$ cat config.mk
export PLATFORM = sky130hd
export DESIGN_NAME = if_fetch_unit
export DESIGN_NICKNAME = d
export VERILOG_FILES = /design/src/rtl/eel_if_pkg.sv /design/src/rtl/if_skid_buffer.sv /design/src/rtl/if_fetch_unit.sv
export SDC_FILE = /design/constraint.sdc
export NUM_CORES = 1
export LEC_CHECK = 0
export ABC_AREA = 0
export CORE_MARGIN = 2
export CORE_UTILIZATION = 46
export DETAILED_ROUTE_END_ITERATION = 10
export PLACE_DENSITY = 0.72
export SYNTH_ARGS = -nofsm -noshare
export SYNTH_HDL_FRONTEND = slang
export SYNTH_HIERARCHICAL = 1
export SYNTH_SLANG_ARGS = --single-unit
$ cat constraint.sdc
create_clock -name CLK -period 9.2 [get_ports CLK]
set_clock_uncertainty 0.05 [all_clocks]
set_input_delay 2.3 -clock CLK [delete_from_list [all_inputs] [get_ports CLK]]
set_output_delay 2.3 -clock CLK [all_outputs]
set_load 0.1 [all_outputs]
$ cat src/rtl/eel_if_pkg.sv
// Shared types and defaults for the instruction-fetch slice.
package eel_if_pkg;

    localparam int unsigned     XLEN             = 32;
    localparam int unsigned     IMEM_ADDR_WIDTH  = 14;
    localparam logic [XLEN-1:0] RESET_PC_DEFAULT = 32'h0000_0000;

    // One fetched instruction together with its byte address.
    typedef struct packed {
        logic [XLEN-1:0] instr;
        logic [XLEN-1:0] pc;
    } if_entry_t;

endpackage

$ cat src/rtl/if_skid_buffer.sv
// One-entry skid buffer with a registered output stage and a flush input.
// The output register is what the consumer sees; the skid entry catches a
// word that arrives while the output is being held.
module if_skid_buffer
    import eel_if_pkg::*;
(
    input  logic      clk,
    input  logic      rst,
    input  logic      flush,
    input  logic      in_valid,
    input  if_entry_t in_entry,
    output logic      in_ready,
    output logic      out_valid,
    output if_entry_t out_entry,
    input  logic      out_ready
);

    logic      sk_valid;
    if_entry_t sk_entry;
    logic      fire;

    // Consumer handshake and upstream readiness (skid slot free).
    always_comb begin
        fire     = out_valid & out_ready;
        in_ready = ~sk_valid;
    end

    // Route the incoming word to out or skid; drain skid into out on a fire.
    always_ff @(posedge clk or posedge rst) begin
        if (rst) begin
            out_valid <= 1'b0;
            out_entry <= '0;
            sk_valid  <= 1'b0;
            sk_entry  <= '0;
        end else if (flush) begin
            out_valid <= 1'b0;
            sk_valid  <= 1'b0;
        end else if (in_valid) begin
            if (!out_valid || (fire && !sk_valid)) begin
                out_valid <= 1'b1;
                out_entry <= in_entry;
            end else if (fire) begin
                out_entry <= sk_entry;
                sk_entry  <= in_entry;
            end else begin
                sk_valid  <= 1'b1;
                sk_entry  <= in_entry;
            end
        end else if (fire) begin
            if (sk_valid) begin
                out_entry <= sk_entry;
                sk_valid  <= 1'b0;
            end else begin
                out_valid <= 1'b0;
            end
        end
    end

    // A word arriving while both out is held and skid is full would be lost.
    a_no_skid_overflow : assert property (
        @(posedge clk) disable iff (rst)
        !(in_valid && !flush && out_valid && !out_ready && sk_valid)
    );

endmodule

$ cat src/rtl/if_fetch_unit.sv
// Instruction-fetch stage: owns the PC, issues IMEM reads, and hands
// {instruction, PC} to decode through a skid buffer with flush on redirect.
module if_fetch_unit
    import eel_if_pkg::*;
#(
    parameter logic [XLEN-1:0] RESET_PC   = RESET_PC_DEFAULT,
    parameter int unsigned     ADDR_WIDTH = IMEM_ADDR_WIDTH
) (
    input  logic                  CLK,
    input  logic                  RST,
    output logic                  IMEM_RDEN,
    output logic [ADDR_WIDTH-1:0] IMEM_ADDR,
    input  logic [XLEN-1:0]       IMEM_DATA,
    input  logic                  ID_READY,
    output logic                  IF_VALID,
    output logic [XLEN-1:0]       IF_INSTR,
    output logic [XLEN-1:0]       IF_PC,
    output logic [XLEN-1:0]       IF_PC_PLUS4,
    input  logic                  REDIRECT,
    input  logic [XLEN-1:0]       REDIRECT_PC
);

    logic [XLEN-1:0] fetch_pc;
    logic            ir_valid;
    logic [XLEN-1:0] ir_pc;
    logic [XLEN-1:0] redirect_target;
    logic            issue;
    logic            sk_ready;
    logic            out_valid;
    if_entry_t       ret_entry;
    if_entry_t       out_entry;

    // Issue decision; a stalled output with a word in flight blocks the next
    // request so the single skid entry can never overflow. RST also holds
    // RDEN low so no read is requested while the stage is in reset.
    always_comb begin
        redirect_target = REDIRECT_PC & ~32'd3;
        issue           = ~RST & ~REDIRECT & sk_ready
                          & ~(out_valid & ir_valid & ~ID_READY);
        IMEM_RDEN       = issue;
        IMEM_ADDR       = fetch_pc[ADDR_WIDTH+1:2];
        ret_entry.instr = IMEM_DATA;
        ret_entry.pc    = ir_pc;
    end

    // PC and in-flight request tracking; redirect wins over everything.
    always_ff @(posedge CLK or posedge RST) begin
        if (RST) begin
            fetch_pc <= RESET_PC;
            ir_valid <= 1'b0;
            ir_pc    <= '0;
        end else if (REDIRECT) begin
            fetch_pc <= redirect_target;
            ir_valid <= 1'b0;
        end else if (issue) begin
            fetch_pc <= fetch_pc + 32'd4;
            ir_valid <= 1'b1;
            ir_pc    <= fetch_pc;
        end else begin
            ir_valid <= 1'b0;
        end
    end

    if_skid_buffer u_skid (
        .clk       (CLK),
        .rst       (RST),
        .flush     (REDIRECT),
        .in_valid  (ir_valid),
        .in_entry  (ret_entry),
        .in_ready  (sk_ready),
        .out_valid (out_valid),
        .out_entry (out_entry),
        .out_ready (ID_READY)
    );

    // Decode-facing outputs; a redirect masks the output in its own cycle.
    always_comb begin
        IF_VALID    = out_valid & ~REDIRECT;
        IF_INSTR    = out_entry.instr;
        IF_PC       = out_entry.pc;
        IF_PC_PLUS4 = out_entry.pc + 32'd4;
    end

endmodule

==> run_results.csv <==
group,metric,value,unit
setup_path,crit_family,"buffers and inverters",
yosys,synth_area_leader_cell,"dfrtp_1",
sta,setup_viol,0,
yosys,synth_edf_count,0,
cts,cts.clk_slew.worst_paths,0.06,ns
sta,rsz0062_at_grt,"no",
route,drc,0,
setup_path,crit_buf_inv,4,
global_route,grt_antenna_before_repair,0,
global_route,grt_pass1_vias,8008,
route,post_drt_via_cell_ratio,6.07,
cells_and_area,diodes,0,
floorplanning,dieArea,0.0225,mm2
sta,tns,0,ns
yosys,ys_seq_area_frac,0.488,
route,wl_met2,12600,um
sta,finalWorstSetupSlack,2.27,ns
cts,cts_hold_buf,0,
route,wl,27300,um
yosys,syn_area_per_cell,10.2,um2
global_route,globalRouteOverflowTotal,0,
power,powerDensity,274,mW/mm2
yosys,synth_top_area_frac,0.488,
cts,ctsHtreeMaxLevel,4,
placement,postPlaceCellArea,0.0116,mm2
floorplanning,fp.dieH,150,um
route,wl_per_cell,20.1,um
setup_path,cp-end-kind,"output port",
setup_path,crit_path_start_kind,"input pin",
cts,cts_resized,0,
cts,root_buffer,"clkbuf_16",
sta,finalHoldViolCount,0,
yosys,async_flop_share,1.00,
cts,cts_tree,"built",
route,wl_met3,2110,um
power,p_switching,1.58,mW
route,top_layer,"met4",
setup_path,worstPathCellList,"clkdlybuf4s50_1, buf_4, nor2_1, o211ai_4, inv_1, clkdlybuf4s50_1",
global_route,grt_usage,0.248,
setup_path,worstPathArrival,4.58,ns
power,netSwitchingFraction,0.474,
setup_path,max_stage_delay,1.13,ns
setup_path,critPathMaxFanout,38,
cts,numCtsBuffers,17,
setup_path,timing.rr.end,"u_skid/out_entry[18]",
route,drt-met1-wl,12000,um
route,ant_nets,0,
placement,dp_cells,1330,
placement,gp_congestion,0.779,
yosys,yosysWarningCount,6,
cts,clock_path_buffers,2,
sta,drv_slew,0,
cells_and_area,nets,1144,
setup_path,cp.depth,6,
route,dr_total_vias,8261,
setup_path,critPathMostFrequentCell,"clkdlybuf4s50_1",
floorplanning,rows,53,
floorplanning,initial_utilization,0.468,
setup_path,rr_startpoint,"ir_valid",
floorplanning,core_area,0.0210,mm2
power,p_int,1.75,mW
cells_and_area,nFillCells,1838,
yosys,syn_inst,962,
floorplanning,io_pins,180,
sta,fin_crit,6.93,ns
global_route,grt_max_degree,73,
yosys,yosys-top-cells-area,"dfrtp_1 49%, mux2_4 9.2%, a31oi_1 8.4%",
power,seq_power_share,0.344,
setup_path,r2r_cells,5,
yosys,dominantRegCellSynth,"dfrtp_1",
floorplanning,die_x,150,um
power,cellLeakagePower,5.17,nW
route,first_iter_violations,599,
setup_path,critical_path_class,"input pin to output port",
setup_path,crit_start,"REDIRECT",
yosys,synth_cell_types,51,
cts,clock_sinks,191,
hold_path,hold_start,"ir_pc[30]",
sta,whs,0.455,ns
hold_path,hp-class,"flip-flop to flip-flop",
power,pwr-share-comb,0.437,
sta,tightestPinTransition,1.08,ns
cells_and_area,design_area,0.0121,mm2
cells_and_area,fin_cells,1362,
status,status,"finished, final reports clean",
power,p_total,3.32,mW
setup_path,rrSetupSlack,6.11,ns
yosys,netlist_area,0.00980,mm2
global_route,grt_pass1_wl,44100,um
setup_path,required,6.85,ns
placement,pre_cts_ws,2.28,ns
route,drt_pass1_iterations,5,
cells_and_area,final_layout_size_suffix_gt1_frac,0.121,
sta,period_share,0.753,
placement,io_buffers,177,
cts,clock_latency,0.44,ns
power,power_frac_clock,0.219,
power,ir_worst_vdd,126,uV
placement,dp_hpwl,16500,um
cells_and_area,syn_to_final_growth,23.9,%
sta,slew_headroom,0.276,
cts,postCtsSetupBuffers,0,
sta,fmax,144,MHz
setup_path,endpoint,"IMEM_RDEN",
yosys,synth_seq_cells,191,
setup_path,crit_slowest_cell,"clkdlybuf4s50_1",
flow_run,cap_violations,0,
cells_and_area,post-route-util,0.579,
## worst register-to-register path, delay by kind of cell (launching register included)
kind	cells	cell delay, ns
DFF	1	0.36
and+or+nand+nor	2	1.10
AOI/OAI and AO/OA	1	0.12
buffers and inverters	2	1.30
## state kept, by name, summed over array words and instances, names as in the netlist
name / flops
u_skid/out_entry: 64
u_skid/sk_entry: 64
fetch_pc: 30
ir_pc: 30
ir_valid: 1
u_skid/out_valid: 1
u_skid/sk_valid: 1
## routing by layer
metal / vias to the layer above / global-route usage
li1: 3783 / -
met1: 4059 / 0.364
met2: 380 / 0.371
met3: 39 / 0.0491
met4: 0 / 0.0792
met5: - / 0
## synthesized netlist by cell type (6+ instances only)
cell,n
dfrtp_1,191
a31oi_1,131
nand2_1,128
nand3_1,95
o211ai_1,74
clkbuf_1,64
mux2_4,60
buf_4,19
nor2_1,18
xnor2_1,18
inv_1,15
o21ai_0,13
o311ai_0,13
buf_1,11
xor2_1,11
and3_1,10
nand4_1,10
nor3_1,8
a221o_1,7
buf_6,7
a21oi_1,6
## logic make-up (layout without fill, tap and decap cells)
logic type | Yosys count | after routing | synth area share
compound gates | 255 | 255 | 0.178
xor+xnor | 29 | 29 | 0.0259
fa+ha+maj | 2 | 2 | 0.00255
buf+inv | 118 | 240 | 0.0580
flops | 191 | 191 | 0.488
mux | 66 | 66 | 0.0987
other cells | 1 | 4 | 0.000383
simple gates | 300 | 300 | 0.149
## final cells by class
type	instances	area [um2]	share of cell area
clock buffers	17	425	0.0350
clock inverters	15	151	0.0125
inverters	16	62.6	0.00515
multi-input cells	656	4490	0.370
flip-flops and latches	191	4780	0.394
well taps	275	344	0.0283
repair buffers	192	1880	0.155
## how the worst min path moves through the flow
| stage | endpoint | slack [ns] | depth (start not counted) |
|---|---|---|---|
| finish | ir_pc[30] | 0.45 | 2 |
| global route | u_skid/sk_entry[29] | 0.48 | 1 |
| CTS | u_skid/sk_entry[30] | 0.46 | 1 |
| detailed placement | u_skid/sk_entry[58] | 0.44 | 1 |
| global placement | ir_pc[30] | 0.43 | 2 |
| floorplan | ir_pc[25] | 0.41 | 2 |
## cells in the final DEF (no fill, tap or decap), types with 11 or more instances in the layout
cell / count
buf_4: 15
xor2_1: 11
nor2_1: 18
dfrtp_1: 190
mux2_4: 60
a31oi_1: 131
nand3_1: 95
clkdlybuf4s50_1: 177
o311ai_0: 13
clkbuf_16: 17
xnor2_1: 18
o21ai_0: 13
nand2_1: 128
inv_1: 11
o211ai_1: 74
## power by group through the flow
stage          Clock (mW)  Combinational (mW)  Sequential [mW]
6_report            0.728                1.45             1.14
5_1_grt             0.779                1.51             1.16
3_5_place_dp            0                1.45             1.15
3_3_place_gp            0                1.44             1.15
2_1_floorplan           0               0.655             1.60
4_1_cts             0.739                1.46             1.14
(Power assumes the default switching activity.)
==> edit (same settings) <==
The package constant `XLEN` goes from 32 to 40.
--- a/src/rtl/eel_if_pkg.sv
+++ b/src/rtl/eel_if_pkg.sv
@@ -1,7 +1,7 @@
 // Shared types and defaults for the instruction-fetch slice.
 package eel_if_pkg;
 
-    localparam int unsigned     XLEN             = 32;
+    localparam int unsigned     XLEN             = 40;
     localparam int unsigned     IMEM_ADDR_WIDTH  = 14;
     localparam logic [XLEN-1:0] RESET_PC_DEFAULT = 32'h0000_0000;
 
Ports: changed (5 resized); port bits go from 180 to 220. No check against the original RTL was run, so the function may have changed too.
==> edit against the unedited design <==
- routed wire length increased by 30%
- worst setup slack improved by 0.31 ns
- count of clock-buffer cells in the layout increased by 20
- total power increased by 31%
- largest cell class unchanged
- final area increased by 27%
- sequential cell count increased by 48
- synthesized area increased by 27%
- critical path type unchanged
- largest power group unchanged
- core utilization decreased by 0.44 points
- sequential share of layout area decreased by 0.45 points
==> edit: results (changes against the unedited design) <==
[worst_setup_path]
reg2reg_slack_ns=5.51  ; -0.60 ns
crit_end=IF_VALID
r2r_cells=6  ; +1
crit_fanout=2  ; -95%
r2r_end=u_skid/out_entry[40]
arrival_ns=4.28  ; -0.30 ns
crit_start=REDIRECT
regToRegStartpoint=ir_valid

[synth]
ys_seq_area_frac=0.4804  ; -0.007216
synthTopCellsByCount=239 x dfrtp_1, 161 x a31oi_1, 158 x nand2_1, 117 x nand3_1, 95 x o211ai_1
yosysUniqueCellTypes=58  ; +14%
synthTopCellsByArea=dfrtp_1 48%, mux2_4 9.6%, a31oi_1 8.1%
yosys.area.top_type=dfrtp_1
synthCells=1212  ; +26%
ys_warn_count=6  ; unchanged

[min_path]
hold_path_startpoint=ir_pc[9]
hold_path_class=flip-flop to flip-flop
hold_end=ir_pc[9]
holdPathStages=2  ; unchanged

[final_layout]
stdcell_count=1709  ; +25%
final_nets=1432  ; +25%
layout-drive-gt1-share=0.1192  ; -0.001276
top_regs=u_skid/out_entry x80, u_skid/sk_entry x80
n_fill_cell=2298  ; +25%

[clocking]
cts_made_buffers=27  ; +10
clockRootBuffer=clkbuf_16
h-tree-depth=1  ; -3
worstSkewPairLatency_ns=0.54  ; +0.10 ns
clock_path_buffers=3  ; +1

[global_route]
antenna_found_initial=1  ; +1
track_usage=0.2485  ; about the same
grt_pass1_wl_mm=57.86  ; +31%
grt_max_degree=106  ; +45%
grt_pass1_vias=10190  ; +27%

[place]
numPortBuffers=217  ; +23%
dpl_cell_area_mm2=0.01443  ; +25%
dp_slack_ns=2.612  ; +0.3351 ns
gp_congestion=0.8284  ; +6.3%
hpwl_mm=21.29  ; +29%

[routing]
wirelength_mm=35.66  ; +30%
vias=10510  ; +27%
drtPass1Iterations=5  ; unchanged
first_iter_violations=1111  ; +85%

[timing]
fin_hold_ws_ns=0.4563  ; +0.001739 ns
slew_headroom=0.1443  ; -0.1312
period_share=0.7203  ; -0.03317

[power]
ir_drop_mv=0.1432  ; +13%
p_leak_nw=6.536  ; +26%

[status]
status=finished clean

## edit: changes by cell type after synthesis, sizes merged, moves of 6 or more
cell,delta
nand3,+21
dlygate4sd1,+7
a31oi,+30
o211ai,+20
o21ai,+10
clkbuf,+20
xnor2,+6
mux2,+16
nand2,+30
dfrtp,+48
and3,+7
nand4,+19
## edit: layer usage
layer | vias up | routed length [um] | track usage
met5 | - | 0 | 0
met4 | 0 | 758 | 0.06559
met3 | 52 | 2717 | 0.04559
met2 | 460 | 16410 | 0.3820
met1 | 5209 | 15770 | 0.3637
li1 | 4787 | - | -
## edit: cell families (layout without fill, tap and decap cells)
logic type,Yosys count,in the layout,share of synthesized area
adder cells (fa/ha/maj),2,2,0.002010
multiplexers,83,83,0.09899
buffers and inverters,147,299,0.06633
other,1,5,0.0003012
AO/OA/AOI/OAI,314,314,0.1710
flip-flops,239,239,0.4804
AND/OR/NAND/NOR,388,388,0.1543
XOR/XNOR,38,38,0.02673
## edit: area by class of cell
class                           instances  area [um^2]  share of cell area
Inverter                               17        68.82            0.004478
Multi-Input combinational cell        829         5672              0.3690
Antenna cell                            1        2.502           0.0001628
Tap cell                              341        426.7             0.02776
Timing Repair Buffer                  232         2282              0.1485
Sequential cell                       239         5982              0.3892
Clock inverter                         13        151.4            0.009851
Clock buffer                           37        783.3             0.05096
## edit: critical path, cell delays in order
cell,delay (ns)
clkdlybuf4s50_1,0.49
nor2b_1,0.29
clkdlybuf4s50_1,1.19
## edit: report_power, final
group / leakage [nW] / internal (mW) / switching, mW / total (mW)
sequential: 2.97 / 1.24 / 0.198 / 1.44
clock: 0.457 / 0.679 / 0.442 / 1.12
combinational: 3.11 / 0.464 / 1.33 / 1.79
